## config.mk

```make
export PLATFORM = sky130hd
export DESIGN_NAME = bcd_scan_counter
export DESIGN_NICKNAME = d
export VERILOG_FILES = /design/src/rtl/bcd_pkg.sv /design/src/rtl/bcd_digit_cell.sv /design/src/rtl/bcd_scan_counter.sv
export SDC_FILE = /design/constraint.sdc
export NUM_CORES = 1
export LEC_CHECK = 0
export CORE_MARGIN = 3
export CORE_UTILIZATION = 45
export DETAILED_ROUTE_END_ITERATION = 10
export GPL_TIMING_DRIVEN = 0
export HOLD_SLACK_MARGIN = 0.05
export PLACE_DENSITY = 0.66
export SKIP_CTS_REPAIR_TIMING = 1
export SLEW_MARGIN = 40
export SYNTH_ARGS = -nofsm -noshare
export SYNTH_HDL_FRONTEND = slang
export SYNTH_SLANG_ARGS = --single-unit
```

## constraint.sdc

```tcl
create_clock -name clk -period 2.9 [get_ports clk]
set_input_delay 0.58 -clock clk [delete_from_list [all_inputs] [get_ports clk]]
set_output_delay 0.58 -clock clk [all_outputs]
set_load 0.02 [all_outputs]
```

## src/rtl/bcd_pkg.sv

```systemverilog
// Shared BCD digit width, limits and single-digit arithmetic helpers.
// Used by the digit cell and the scanning counter top.
package bcd_pkg;

  localparam int         BCD_W   = 4;
  localparam logic [3:0] BCD_MAX = 4'd9;

  // Returns {carry_out, next_digit}; a digit at 9 rolls to 0 with carry.
  function automatic logic [4:0] bcd_inc(input logic [3:0] digit, input logic cin);
    if (!cin)              return {1'b0, digit};
    if (digit >= BCD_MAX)  return {1'b1, 4'd0};
    return {1'b0, digit + 4'd1};
  endfunction

  // Returns {borrow_out, next_digit}; a digit at 0 rolls to 9 with borrow.
  function automatic logic [4:0] bcd_dec(input logic [3:0] digit, input logic bin);
    if (!bin)          return {1'b0, digit};
    if (digit == 4'd0) return {1'b1, BCD_MAX};
    return {1'b0, digit - 4'd1};
  endfunction

  function automatic logic [3:0] bcd_clamp(input logic [3:0] digit);
    return (digit > BCD_MAX) ? BCD_MAX : digit;
  endfunction

endpackage

```

## src/rtl/bcd_digit_cell.sv

```systemverilog
// One BCD digit register with up/down step, carry/borrow chaining, clear and clamped load.
// Latency 1 cycle; cout is combinational so a whole chain ripples within one cycle.
module bcd_digit_cell
  import bcd_pkg::*;
(
  input  logic             clk,
  input  logic             rst,
  input  logic             clear,
  input  logic             load,
  input  logic [BCD_W-1:0] load_dig,
  input  logic             up,
  input  logic             cin,
  output logic [BCD_W-1:0] dig,
  output logic             cout
);

  logic [4:0] nxt;

  always_comb begin
    nxt  = up ? bcd_inc(dig, cin) : bcd_dec(dig, cin);
    cout = nxt[4];
  end

  always_ff @(posedge clk) begin
    if (rst || clear) begin
      dig <= '0;
    end else if (load) begin
      dig <= bcd_clamp(load_dig);
    end else begin
      dig <= nxt[3:0];
    end
  end

endmodule

```

## src/rtl/bcd_scan_counter.sv

```systemverilog
// Multi-digit BCD up/down counter with step prescaler and a time-multiplexed digit scanner.
// bcd/digit_sel lag the scan index and count by one registered cycle.
module bcd_scan_counter
  import bcd_pkg::*;
#(
  parameter int NUM_DIGITS = 4,
  parameter int TICK_DIV   = 50000000,
  parameter int SCAN_DIV   = 50000
) (
  input  logic                        clk,
  input  logic                        rst,
  input  logic                        en,
  input  logic                        up,
  input  logic                        clear,
  input  logic                        load,
  input  logic [BCD_W*NUM_DIGITS-1:0] load_val,
  output logic [BCD_W*NUM_DIGITS-1:0] count,
  output logic [BCD_W-1:0]            bcd,
  output logic [NUM_DIGITS-1:0]       digit_sel,
  output logic                        wrap
);

  localparam int TW = (TICK_DIV > 1)   ? $clog2(TICK_DIV)   : 1;
  localparam int SW = (SCAN_DIV > 1)   ? $clog2(SCAN_DIV)   : 1;
  localparam int IW = (NUM_DIGITS > 1) ? $clog2(NUM_DIGITS) : 1;

  logic [TW-1:0]       tick_pre;
  logic                tick_tc;
  logic                step;
  logic [NUM_DIGITS:0] chain;
  logic [SW-1:0]       scan_pre;
  logic                scan_tc;
  logic [IW-1:0]       idx;

  // A terminal count coinciding with clear/load is swallowed, not deferred.
  assign tick_tc  = en && (tick_pre == TW'(TICK_DIV - 1));
  assign step     = tick_tc && !clear && !load;
  assign chain[0] = step;

  always_ff @(posedge clk) begin
    if (rst || clear || load) begin
      tick_pre <= '0;
    end else if (en) begin
      tick_pre <= tick_tc ? '0 : tick_pre + 1'b1;
    end
  end

  genvar gi;
  generate
    for (gi = 0; gi < NUM_DIGITS; gi++) begin : g_digit
      bcd_digit_cell u_cell (
        .clk      (clk),
        .rst      (rst),
        .clear    (clear),
        .load     (load),
        .load_dig (load_val[gi*BCD_W +: BCD_W]),
        .up       (up),
        .cin      (chain[gi]),
        .dig      (count[gi*BCD_W +: BCD_W]),
        .cout     (chain[gi+1])
      );
    end
  endgenerate

  // Carry/borrow out of the top digit only exists on a step, so it marks rollover.
  always_ff @(posedge clk) begin
    if (rst || clear || load) begin
      wrap <= 1'b0;
    end else begin
      wrap <= chain[NUM_DIGITS];
    end
  end

  assign scan_tc = (scan_pre == SW'(SCAN_DIV - 1));

  always_ff @(posedge clk) begin
    if (rst) begin
      scan_pre  <= '0;
      idx       <= '0;
      bcd       <= '0;
      digit_sel <= NUM_DIGITS'(1);
    end else begin
      scan_pre  <= scan_tc ? '0 : scan_pre + 1'b1;
      if (scan_tc) begin
        idx <= (idx == IW'(NUM_DIGITS - 1)) ? '0 : idx + 1'b1;
      end
      bcd       <= count[int'(idx)*BCD_W +: BCD_W];
      digit_sel <= NUM_DIGITS'(1) << idx;
    end
  end

endmodule

```

==> run summary <==
=================================================================================
Mapped Nets                                                                   539
Critical path capture point type                                        flip-flop
Register bit count reported by yosys                                           69
CP Class                                                             flip-flop to flip-flop
Crit Path Max Fanout                                                            8
Warnings from Yosys                                                             0
Chip height                                                              102.0 um
Filler cell count in the final layout                                         827
Final Max Tran Viols                                                            0
Maximum buffer depth of the clock tree                                          2
Required time of the critical path                                        3.18 ns
Number of failing setup endpoints in the final timing report                    0
Diodes inserted                                                                 0
Average vias per placed instance                                            5.705
Combinational power share                                                   0.113
Global-route wire length before repair                                   17740 um
Run status                                                           finished clean
Latest clock arrival within the worst-skew pair                           0.36 ns
Overall track demand over capacity in global routing                       0.2142
Number of synthesized flops with an enable pin                                  0
Clock share of power                                                        0.447
Class of the tightest hold or removal check                          flip-flop to flip-flop
Total power density per cell area                                    444.3 nW/um2
Cell with the largest stage delay on the worst path                  sky130_fd_sc_hd__nor3b_2
Iteration-0 DRC count of the detailed router                                  205
Cell Chain, Critical Path                                            inv_1 > ha_1 > or4b_1 > o22ai_2 > nor3b_2 > o211ai_1 > a211oi_1
Final weighted congestion in routability-driven placement                  0.9053
Sequential fraction of design power                                         0.441
Root Driver                                                          sky130_fd_sc_hd__clkbuf_8
Count of standard-cell rows                                                    34
Unique masters post-synth                                                      67
Largest net degree at the start of global routing                              14
TritonCTS clock tree                                                         done
Share of the yosys chip area belonging to registers                        0.3333
Switching Power                                                          567.5 uW
Cells taking the most area after synthesis                           sky130_fd_sc_hd__dfxtp_1 (33%), sky130_fd_sc_hd__xnor2_1 (6.1%), sky130_fd_sc_hd__nor2_1 (6.1%)
Count of buffers from port buffering                                           46
Synth Area per Inst                                                     8.271 um2
Cell-internal power                                                       1650 uW
Clock sink count                                                               69
Initial antenna violation count                                                 0
Number of primary I/O pins                                                     47
IR Drop Worst-Case VDD                                                  0.2292 mV
Worst Setup Slack, final                                                0.2405 ns
Multi-input gate area in the final layout                                2529 um2
Time the worst path needs with I/O delays and setup                      2.659 ns
Full die area                                                           10400 um2
Setup repair after global routing missed its margin                         false
Starting density of the core                                               0.4683
Post-placement setup slack                                             -0.1447 ns
Number of hold violations in the final report                                   0
Post-synthesis cell area                                                 4144 um2
Headroom to the max-slew limit                                             0.4872
Horiz. Die Dim                                                           102.0 um
Largest area contributor in the synthesized netlist                  sky130_fd_sc_hd__dfxtp_1
Utilization after layout                                                   0.5641
Final cycle utilization of the critical path                               0.9171
Clock slew at reported path FFs                                           0.08 ns
Total area of sequential cells                                           1381 um2
Number of global-route vias before repair                                    3613
CTS buffer count                                                                9
Fraction of synthesis flops using an asynchronous set or reset pin              0
Post-Synthesis Cells                                                          501
Ys flop type                                                         sky130_fd_sc_hd__dfxtp_1
Count of nets after finishing                                                 596
Post-Route Skew                                                       0.009915 ns
Leakage component of the power                                        0.001673 uW
Total congestion overflow                                                       0
Max frequency                                                          0.3760 GHz
Number of maximum-capacitance constraint violations                             0
Average detailed-routed wire length per instance                         15.44 um
Synth top area share                                                       0.3333
Max incr delay on CP                                                      0.49 ns
Iteration count of the initial detailed-routing pass                            4
Core box area                                                            8848 um2
Switching Share                                                            0.2559
Total length of routed wires                                             10360 um
Proportion of layout cells with a drive suffix above 1                    0.07993
Remaining antenna violation count                                               0
Worst Tran Pin Value                                                    0.7675 ns
CTS H-Tree Depth                                                                3
Final HPWL DP                                                             7556 um
Post-detailed-route DRC marker count                                            0
Area overhead of the layout relative to synthesis                          20.44%
Total via count in the routed design                                         3828
Endpoint arrival time on the critical path                                2.94 ns
Setup crit start kind                                                   flip-flop
=================================================================================
[logic make-up after synthesis]
kind of cell	Yosys count	share of synthesized area
buffers and inverters	52	0.05797
multiplexers	9	0.03563
AO/OA/AOI/OAI	95	0.1594
adder cells (fa/ha/maj)	16	0.04831
XOR/XNOR	38	0.08031
flip-flops	69	0.3333
AND/OR/NAND/NOR	222	0.2850
[final timing paths]
check                              to                     start  cells after the start  slack [ns]
max reg2reg  g_digit[2].u_cell.dig[2]  g_digit[0].u_cell.dig[0]                      7        0.24
max          g_digit[2].u_cell.dig[2]  g_digit[0].u_cell.dig[0]                      7        0.24
min                       scan_pre[0]               scan_pre[0]                      1        0.45
min reg2reg               scan_pre[0]               scan_pre[0]                      1        0.45
[layer usage]
layer,wire (um),part of all wire,track usage
met3,584,0.056,0.05529
met4,135,0.013,0.06054
met1,5024,0.48,0.3071
met5,0,0,0
met2,4618,0.45,0.3183
[per-stage QoR]
stage | total power (uW) | instance area, um2 | TNS (ns) | hold WS [ns] | std cells
4_1_cts | 2224 | 4991 | 0 | 0.4594 | 671
2_1_floorplan | 1150 | 4144 | 0 | 0.4176 | 501
5_1_grt | 2298 | 4991 | 0 | 0.5175 | 671
3_5_place_dp | 1245 | 4746 | -2.574 | 0.4388 | 655
3_3_place_gp | 1242 | 4740 | -2.022 | 0.4310 | 655
6_report | 2217 | 4991 | 0 | 0.4549 | 671
[Yosys cell counts (3+ instances only)]
cell / n
sky130_fd_sc_hd__nor2b_1: 7
sky130_fd_sc_hd__and4_1: 6
sky130_fd_sc_hd__nor4b_1: 3
sky130_fd_sc_hd__nand4_1: 7
sky130_fd_sc_hd__o21ai_0: 15
sky130_fd_sc_hd__xnor2_1: 29
sky130_fd_sc_hd__nand2b_1: 6
sky130_fd_sc_hd__nand3_1: 33
sky130_fd_sc_hd__o211ai_1: 3
sky130_fd_sc_hd__and2_1: 4
sky130_fd_sc_hd__clkbuf_1: 19
sky130_fd_sc_hd__nand2_1: 29
sky130_fd_sc_hd__a21oi_1: 17
sky130_fd_sc_hd__a31oi_1: 12
sky130_fd_sc_hd__o21a_1: 3
sky130_fd_sc_hd__mux4_2: 3
sky130_fd_sc_hd__a211oi_1: 10
sky130_fd_sc_hd__mux2_2: 3
sky130_fd_sc_hd__o22ai_1: 4
sky130_fd_sc_hd__o31ai_1: 5
sky130_fd_sc_hd__ha_1: 16
sky130_fd_sc_hd__a211o_1: 3
sky130_fd_sc_hd__and3_1: 4
sky130_fd_sc_hd__buf_6: 5
sky130_fd_sc_hd__xor2_1: 9
sky130_fd_sc_hd__nor4_1: 10
sky130_fd_sc_hd__inv_1: 26
sky130_fd_sc_hd__nor3_1: 21
sky130_fd_sc_hd__nor2_1: 67
sky130_fd_sc_hd__dfxtp_1: 69
sky130_fd_sc_hd__or3b_2: 3
[worst max-delay path: cells and delay by family, from the launching register on]
kind	cells	cell delay [ns]
and+or+nand+nor	2	0.97
adders and majority gates	1	0.31
AOI/OAI and AO/OA	3	0.73
DFF	1	0.41
buffers and inverters	1	0.16
[power groups by stage]
stage | registers, uW | clock network [uW] | logic, uW
5_1_grt | 980 | 1040 | 275
2_1_floorplan | 1010 | 0 | 144
3_3_place_gp | 999 | 0 | 243
3_5_place_dp | 999 | 0 | 246
4_1_cts | 977 | 1000 | 247
6_report | 977 | 990 | 250
[registers in the layout (all words and copies together) (netlist names)]
signal	flops
bcd	4
scan_pre	16
g_digit.u_cell.dig	16
idx	2
wrap	1
digit_sel	4
tick_pre	26
[placed cells by master (no fill, tap or decap), types with 4 or more instances in the layout]
| master | count |
|---|---|
| sky130_fd_sc_hd__clkbuf_1 | 19 |
| sky130_fd_sc_hd__nor2b_1 | 7 |
| sky130_fd_sc_hd__nor4_1 | 9 |
| sky130_fd_sc_hd__nor2_1 | 67 |
| sky130_fd_sc_hd__o21ai_0 | 15 |
| sky130_fd_sc_hd__nand4_1 | 7 |
| sky130_fd_sc_hd__dfxtp_1 | 69 |
| sky130_fd_sc_hd__a31oi_1 | 12 |
| sky130_fd_sc_hd__a21oi_1 | 17 |
| sky130_fd_sc_hd__nand2b_1 | 6 |
| sky130_fd_sc_hd__o22ai_1 | 4 |
| sky130_fd_sc_hd__clkbuf_8 | 9 |
| sky130_fd_sc_hd__and3_1 | 4 |
| sky130_fd_sc_hd__inv_1 | 26 |
| sky130_fd_sc_hd__and4_1 | 6 |
| sky130_fd_sc_hd__a211oi_1 | 10 |
| sky130_fd_sc_hd__o31ai_1 | 5 |
| sky130_fd_sc_hd__and2_1 | 4 |
| sky130_fd_sc_hd__buf_6 | 5 |
| sky130_fd_sc_hd__xnor2_1 | 29 |
| sky130_fd_sc_hd__nand2_1 | 29 |
| sky130_fd_sc_hd__nand3_1 | 33 |
| sky130_fd_sc_hd__nor3_1 | 21 |
| sky130_fd_sc_hd__ha_1 | 16 |
| sky130_fd_sc_hd__xor2_1 | 9 |
| sky130_fd_sc_hd__clkdlybuf4s50_1 | 46 |
[area by class of cell]
cell class | count | share of cell area
multi-input combinational | 380 | 0.5066
sequential | 69 | 0.2768
timing repair buffer | 46 | 0.09225
buffer | 26 | 0.02858
tap | 108 | 0.02707
clock buffer | 9 | 0.02482
clock inverter | 7 | 0.02432
inverter | 26 | 0.01955
Power figures use the tool's default switching activity.
